File: config.mk
export PLATFORM = sky130hd
export DESIGN_NAME = sipo_frame
export DESIGN_NICKNAME = d
export VERILOG_FILES = /design/src/rtl/sipo_frame.sv
export SDC_FILE = /design/constraint.sdc
export NUM_CORES = 1
export LEC_CHECK = 0
export CAP_MARGIN = 20
export CORE_MARGIN = 8
export CORE_UTILIZATION = 41
export DETAILED_ROUTE_END_ITERATION = 8
export PLACE_DENSITY = 0.66
export SYNTH_ARGS = -nofsm -noshare
export SYNTH_HDL_FRONTEND = slang
export SYNTH_SLANG_ARGS = --single-unit
File: constraint.sdc
create_clock -name clk -period 2.2 [get_ports clk]
set_clock_uncertainty 0.1 [all_clocks]
set_input_delay 0.55 -clock clk [delete_from_list [all_inputs] [get_ports clk]]
set_output_delay 0.55 -clock clk [all_outputs]
set_load 0.02 [all_outputs]
File: src/rtl/sipo_frame.sv
// Serial-in/parallel-out word assembler with frame resync and a valid/ready
// holding register; dropped words raise a sticky overrun flag.
module sipo_frame #(
  parameter int unsigned WIDTH     = 16,
  parameter bit          MSB_FIRST = 1'b1
) (
  input  logic             clk,
  input  logic             rst,
  input  logic             clr,
  input  logic             in_valid,
  input  logic             data_in,
  input  logic             frame_start,
  input  logic             out_ready,
  output logic [WIDTH-1:0] data_out,
  output logic             out_valid,
  output logic             busy,
  output logic             overrun
);

  localparam int unsigned CW = $clog2(WIDTH);
  localparam logic [CW-1:0] CNT_LAST = CW'(WIDTH - 1);
  localparam logic [CW-1:0] CNT_ONE  = CW'(1);

  logic [WIDTH-1:0] sh, sh_nxt, sh_shift;
  logic [CW-1:0]    cnt, cnt_nxt;
  logic [WIDTH-1:0] data_out_nxt;
  logic             out_valid_nxt;
  logic             overrun_nxt;
  logic             word_done;
  logic             out_free;
  logic             xfer;

  // Shift direction fixed at elaboration
  generate
    if (MSB_FIRST) begin : g_msb
      assign sh_shift = {sh[WIDTH-2:0], data_in};
    end else begin : g_lsb
      assign sh_shift = {data_in, sh[WIDTH-1:1]};
    end
  endgenerate

  // frame_start wins over completion: a restarted word never emits
  assign word_done = in_valid & ~frame_start & (cnt == CNT_LAST);
  assign out_free  = ~out_valid | out_ready;
  assign xfer      = out_valid & out_ready;
  assign busy      = (cnt != '0);

  // Next-state logic for shifter, counter and holding register
  always_comb begin
    sh_nxt        = sh;
    cnt_nxt       = cnt;
    data_out_nxt  = data_out;
    out_valid_nxt = out_valid;
    overrun_nxt   = overrun;

    if (in_valid) begin
      sh_nxt = sh_shift;
      if (frame_start) begin
        cnt_nxt = CNT_ONE;
      end else if (word_done) begin
        cnt_nxt = '0;
      end else begin
        cnt_nxt = cnt + CNT_ONE;
      end
    end

    if (word_done) begin
      if (out_free) begin
        data_out_nxt  = sh_shift;
        out_valid_nxt = 1'b1;
      end else begin
        overrun_nxt = 1'b1;
      end
    end else if (xfer) begin
      out_valid_nxt = 1'b0;
    end
  end

  // State register; clr outranks every other synchronous event
  always_ff @(posedge clk or negedge rst) begin
    if (!rst) begin
      sh        <= '0;
      cnt       <= '0;
      data_out  <= '0;
      out_valid <= 1'b0;
      overrun   <= 1'b0;
    end else if (clr) begin
      sh        <= '0;
      cnt       <= '0;
      data_out  <= '0;
      out_valid <= 1'b0;
      overrun   <= 1'b0;
    end else begin
      sh        <= sh_nxt;
      cnt       <= cnt_nxt;
      data_out  <= data_out_nxt;
      out_valid <= out_valid_nxt;
      overrun   <= overrun_nxt;
    end
  end

endmodule

==> results by group, run 1 <==
Timing
  – RSZ-0062 raised after global routing: false
  – Setup-violating endpoint count in the final report: 0
  – Final hold violation count: 0
  – FMAX: 506 MHz
  – Period utilization: 0.899
  – Setup TNS: 0 ps
  – Max_slew headroom: 0.692
  – Worst-margin pin slew: 462 ps
  – Final Max Tran Viols: 0
  – Minimum clock period: 1980 ps

Cells and area
  – Nets: 193
  – Area occupied by multi-input gates: 774 sq um
  – # diodes: 0
  – Core Util, Final: 0.509
  – Fill count: 394
  – Fin area: 2170 sq um
  – Fraction of layout cells with a size suffix above 1: 0.0973
  – Most common cell after layout, fill and taps aside: dfrtp_1
  – Area Growth Syn to Fin: 22.9%
  – Seq. cell area: 926 sq um
  – Most frequent cells in the layout: dfrtp_1 (37), nand2b_1 (35), mux2i_1 (32)

Power and ir drop
  – Total Power: 1.23 mW
  – Leak: 0.930 nW
  – P per Cell Area: 566 nW/um^2
  – Peak supply drop: 0.306 mV

Critical path
  – WS Path Type: flip-flop to primary output
  – Critical path cell sequence: inv_1 -> ha_1 -> nand2_1 -> dlygate4sd2_1
  – Worst-path fanout max: 4
  – CP max-delay cell: dfrtp_1
  – CP startpoint kind: flip-flop
  – Max incr delay on CP: 400 ps
  – WP data required: 1550 ps
  – CP Capture Type: primary output
  – Critical Path AT: 1330 ps

Synth
  – Post-Syn Area: 1770 sq um
  – Synth Area in XOR/XNOR: 0
  – Synth top area share: 0.524
  – Mux cell area share after synthesis: 0.181
  – Seq cells post-synth: 37
  – Synthesized Nets: 165
  – Post-synth top area cell: dfrtp_1
  – Post-Synth Adder-Cell Area: 0.0142
  – Post-synthesis cell type count: 23
  – Syn avg cell area: 11.3 sq um
  – Compound-gate portion of the synthesized area: 0.0262
  – Top post-synthesis cells by area: dfrtp_1 (52%), mux2i_1 (18%), nand2b_1 (12%)
  – Syn Inst Count: 156
  – Sequential area share after synthesis: 0.524
  – Post-Synth Simple-Gate Area: 0.217
  – Yosys warns: 0
  – Largest family of logic cells by synthesized area: simple AND/OR/NAND/NOR gates

Routing
  – Via count: 1163
  – 1st-iter DRT viols: 92
  – Antenna viol nets, final: 0
  – First drt pass iteration count: 4
  – DR DRC count: 0
  – Avg WL per Cell: 14.2 um
  – Final WL: 3.38 mm
  – Avg Vias per Cell: 4.91

Clock tree
  – CTS tree: done
  – Root buffer cell: clkbuf_8
  – CTS clock-pin slew for the worst setup and hold paths: 70 ps
  – Resized Gates After CTS: 1
  – Clock sinks: 37
  – # Post-CTS Setup Buffers: 0
  – H-tree depth reported by CTS: 2
  – Total CTS buffers: 5
  – Clk_lat worst skew: 290 ps
  – CTS max path bufs: 2
  – Cts hold-fix bufs: 0

Floorplanning
  – Rows: 24
  – Die area: 6660 sq um
  – Die height: 81.6 um
  – Core area: 4260 sq um
  – Starting Density: 0.414
  – Ports: 26
  – Die width: 81.6 um

Global routing
  – Grt ovf: 0
  – Largest net degree at the start of global routing: 55
  – Tot GR Track Use: 0.109
  – Antenna violations before repair: 0
  – Vias in the first global route: 1199
  – Global-route wire length before repair: 5.53 mm

Placement
  – Hpwl dp: 2.27 mm
  – Area post-placement: 2090 sq um
  – Placer's final routability congestion estimate: 0.702
  – IO buf count: 25

Worst hold path
  – Worst min-delay path category: input pin to async pin

Job
  – Max Cap Viol: 0

Outcome
  – Status: finished clean
synthesized netlist by cell type (all sizes together):
library cell  count
dfrtp            37
nand2b           35
mux2i            32
nor2             18
clkbuf            6
buf               4
nand3             3
nor2b             3
a21oi             2
a31oi             2
ha                2
inv               2
nand2             2
and2b             1
and3              1
nor3              1
o221ai            1
o22ai             1
o32ai             1
or2b              1
or4b              1
power by group:
part / leakage [nW] / switching (mW) / total [mW] / internal, mW
clock: 0.0450 / 0.236 / 0.455 / 0.219
sequential: 0.515 / 0.00383 / 0.688 / 0.684
combinational: 0.370 / 0.0459 / 0.0852 / 0.0393
total: 0.930 / 0.286 / 1.23 / 0.943
kinds of logic (layout without fill, tap and decap cells):
logic type	count (synthesis)	after routing
AND/OR/NAND/NOR	66	66
buffers and inverters	12	41
adder cells (fa/ha/maj)	2	2
flip-flops	37	37
multiplexers	32	32
AO/OA/AOI/OAI	7	7
state kept, by name, summed over array words and instances, names as in the netlist:
name       flops
cnt            4
overrun        1
data_out      16
sh            15
out_valid      1
final timing paths:
path	cells after the start	slack (ps)	end	startpoint
setup / recovery	4	220	busy	cnt[0]$_DFFE_PN0P_
max in group asynchronous	2	1480	sh[2]$_DFFE_PN0P_	rst
hold / removal	2	180	data_out[10]$_DFFE_PN0P_	rst
hold reg to reg	2	430	sh[14]$_DFFE_PN0P_	sh[14]$_DFFE_PN0P_
min in group clk	2	430	sh[14]$_DFFE_PN0P_	sh[14]$_DFFE_PN0P_
setup reg to reg	5	540	data_out[5]$_DFFE_PN0P_	cnt[0]$_DFFE_PN0P_
per-stage QoR:
step | hold slack [ps] | instances | setup WS [ps]
floorplan | 154 | 156 | 463
global placement | 380 | 229 | 214
detailed placement | 422 | 229 | 120
CTS | 206 | 237 | 210
global route | 229 | 237 | 140
finish | 184 | 237 | 222
final cells by class:
class / count / share of cell area
Sequential cell: 37 / 0.427
Multi-Input combinational cell: 107 / 0.357
Timing Repair Buffer: 31 / 0.145
Clock buffer: 6 / 0.0334
Tap cell: 52 / 0.0300
Clock inverter: 2 / 0.00461
Inverter: 2 / 0.00346
worst max-delay path, delay by kind of cell, from the launching register on:
family | cells | cell delay, ps
buf+inv | 2 | 410
simple gates | 1 | 50
flops | 1 | 400
fa+ha+maj | 1 | 190
metal layers:
metal,global-route usage,vias up,part of all wire
li1,-,573,-
met1,0.119,564,0.42
met2,0.179,19,0.49
met3,0.0383,7,0.065
met4,0.0632,0,0.022
met5,0,-,0
Power figures use the tool's default switching activity.
==> run 2: changes to the inputs <==
- ABC_AREA: default -> 1
- CTS_BUF_LIST: default -> sky130_fd_sc_hd__clkbuf_8 sky130_fd_sc_hd__clkbuf_16
- PLACE_DENSITY: 0.66 -> 0.67
==> results by group, run 2 <==
Outcome
  – Status: finished clean

Global routing
  – Global-route wire length before repair: 5.71 mm
  – Antenna violations before repair: 0
  – Largest net degree at the start of global routing: 38
  – Tot GR Track Use: 0.114
  – Grt ovf: 0
  – Vias in the first global route: 1296

Synth
  – Sequential area share after synthesis: 0.571
  – Largest family of logic cells by synthesized area: simple AND/OR/NAND/NOR gates
  – Synth Area in XOR/XNOR: 0.00540
  – Synth top area share: 0.571
  – Top post-synthesis cells by area: dfrtp_1 (57%), nand2_1 (13%), nand3_1 (4.6%)
  – Synthesized Nets: 185
  – Post-Syn Area: 1620 sq um
  – Post-synthesis cell type count: 22
  – Top FF cell, synth: dfrtp_1
  – Post-synth top area cell: dfrtp_1
  – Post-synthesis async set-or-reset flop share: 1.00
  – Post-Synth Adder-Cell Area: 0.0154
  – Mux cell area share after synthesis: 0
  – Commonest cells in the synthesized netlist: nand2_1 (55), dfrtp_1 (37), inv_1 (17)
  – Post-Synth Simple-Gate Area: 0.262
  – Yosys warns: 0
  – Count leader, synth: nand2_1
  – Seq cells post-synth: 37
  – Syn avg cell area: 9.22 sq um
  – Syn Inst Count: 176
  – Compound-gate portion of the synthesized area: 0.0663
  – Post-synth EDFFs: 0

Routing
  – Avg Vias per Cell: 4.87
  – First drt pass iteration count: 4
  – Via count: 1257
  – Avg WL per Cell: 12.5 um
  – DR DRC count: 0
  – 1st-iter DRT viols: 56
  – Antenna viol nets, final: 0
  – Final WL: 3.22 mm

Critical path
  – WP data required: 1550 ps
  – Critical Path AT: 1340 ps
  – CP startpoint kind: flip-flop
  – Reg2Reg Setup Slack: 760 ps
  – CP Capture Type: primary output
  – R2R depth: 6
  – Reg2reg start: cnt[0]$_DFFE_PN0P_
  – Reg2reg end: data_out[5]$_DFFE_PN0P_
  – Worst-path fanout max: 3
  – WS Path Type: flip-flop to primary output

Worst hold path
  – Min-delay src: data_out[4]$_DFFE_PN0P_
  – Hold path depth: 2
  – WHS Endpoint: data_out[4]$_DFFE_PN0P_
  – Worst min-delay path category: flip-flop to flip-flop

Cells and area
  – Reg with most FFs: data_out
  – Max FFs per register: 16
  – Fin area: 2040 sq um
  – Fill count: 379
  – Regs by FF count: data_out x16, sh x15, cnt x4
  – Nets: 216
  – Most frequent cells in the layout: nand2_1 (55), dfrtp_1 (37), clkdlybuf4s50_1 (24)
  – Most common cell after layout, fill and taps aside: nand2_1
  – Area Growth Syn to Fin: 25.8%
  – # diodes: 0
  – Fraction of layout cells with a size suffix above 1: 0.120

Power and ir drop
  – Leak: 0.995 nW
  – P per Cell Area: 667 nW/um^2
  – Peak supply drop: 0.373 mV
  – Total Power: 1.36 mW

Floorplanning
  – Rows: 23
  – Core area: 3910 sq um
  – Die width: 78.9 um
  – Starting Density: 0.415
  – Die height: 78.9 um
  – Die area: 6230 sq um
  – Ports: 26

Timing
  – Max_slew headroom: 0.701
  – Fin worst setup slack: 210 ps
  – Period utilization: 0.904
  – Final hold violation count: 0
  – RSZ-0062 raised after global routing: false
  – Minimum clock period: 1990 ps
  – Setup-violating endpoint count in the final report: 0
  – FMAX: 503 MHz
  – Final Max Tran Viols: 0
  – Worst-margin pin slew: 448 ps
  – Setup TNS: 0 ps

Clock tree
  – Clock sinks: 37
  – Clk_lat worst skew: 280 ps
  – CTS max path bufs: 2
  – CTS clock-pin slew for the worst setup and hold paths: 70 ps
  – Total CTS buffers: 5
  – H-tree depth reported by CTS: 2
  – Root buffer cell: clkbuf_8
  – CTS tree: done

Job
  – Max Cap Viol: 0

Placement
  – Area post-placement: 1930 sq um
  – IO buf count: 25
  – Hpwl dp: 2.32 mm
  – Placer's final routability congestion estimate: 0.827
  – Placement Setup Slack: 160 ps
## run 2: cell types whose count changed in the layout (fill, tap and decap cells not counted), moves of 5 or more
cell / before / now
o21ai_0: 0 / 5
o22ai_1: 1 / 6
nand3_1: 2 / 15
nand2b_1: 35 / 0
inv_1: 2 / 18
nor2_1: 18 / 5
nand4_1: 0 / 10
nand2_1: 2 / 55
mux2i_1: 32 / 0
## run 2: worst max path at each step
stage	cells after the start	startpoint	slack, ps	to
after floorplan	3	cnt[0]$_DFFE_PN0P_	780	busy
after global placement	4	clr	200	sh[2]$_DFFE_PN0P_
after detailed placement	4	clr	160	cnt[2]$_DFFE_PN0P_
after CTS	4	cnt[0]$_DFFE_PN0P_	190	busy
after global routing	4	cnt[0]$_DFFE_PN0P_	120	busy
final	4	cnt[0]$_DFFE_PN0P_	210	busy
## run 2: kinds of logic after synthesis
kind of cell / count (synthesis)
fa+ha+maj: 2
buf+inv: 27
flops: 37
compound gates: 17
xor+xnor: 1
simple gates: 92
## run 2: power breakdown
| part | switching, mW | internal (mW) | total [mW] |
|---|---|---|---|
| clock | 0.232 | 0.365 | 0.597 |
| combinational | 0.0512 | 0.0262 | 0.0774 |
| sequential | 0.00346 | 0.684 | 0.688 |
| total | 0.286 | 1.08 | 1.36 |
## run 2: timing repair
item | 4_1_cts | 5_1_grt
endpoints found under the hold margin | 0 | 0
buffers inserted | 0 | 0
hold buffers | 0 | 0
setup endpoints to repair | 1 | 0
gates resized for setup | 1 | 0
## run 2: stage by stage
| stage | util | hold WS [ps] | std cells |
|---|---|---|---|
| 3_5_place_dp | 0.492 | 357 | 250 |
| 2_1_floorplan | - | 154 | 176 |
| 4_1_cts | 0.521 | 375 | 258 |
| 6_report | 0.521 | 371 | 258 |
| 5_1_grt | 0.521 | 387 | 258 |
| 3_3_place_gp | 0.492 | 356 | 250 |
## run 2: layout make-up
cell class | count | area [sq um] | share of cell area
tap | 50 | 62.6 | 0.0307
clock inverter | 2 | 33.8 | 0.0166
sequential | 37 | 926 | 0.454
timing repair buffer | 31 | 294 | 0.144
multi-input combinational | 112 | 567 | 0.278
clock buffer | 6 | 82.6 | 0.0405
inverter | 20 | 75.1 | 0.0368
## run 2: per-layer routing
metal | track usage | vias to the layer above | routed length (um)
met5 | 0 | - | 0
met2 | 0.186 | 23 | 1460
met3 | 0.0260 | 9 | 181
met4 | 0.0704 | 0 | 80
li1 | - | 637 | -
met1 | 0.134 | 588 | 1500
## run 2: worst max-delay path: stages, from the launching register on
cell and delay [ps]:
dfrtp_1 380, inv_1 80, ha_1 200, nand3_1 70, dlygate4sd2_1 330
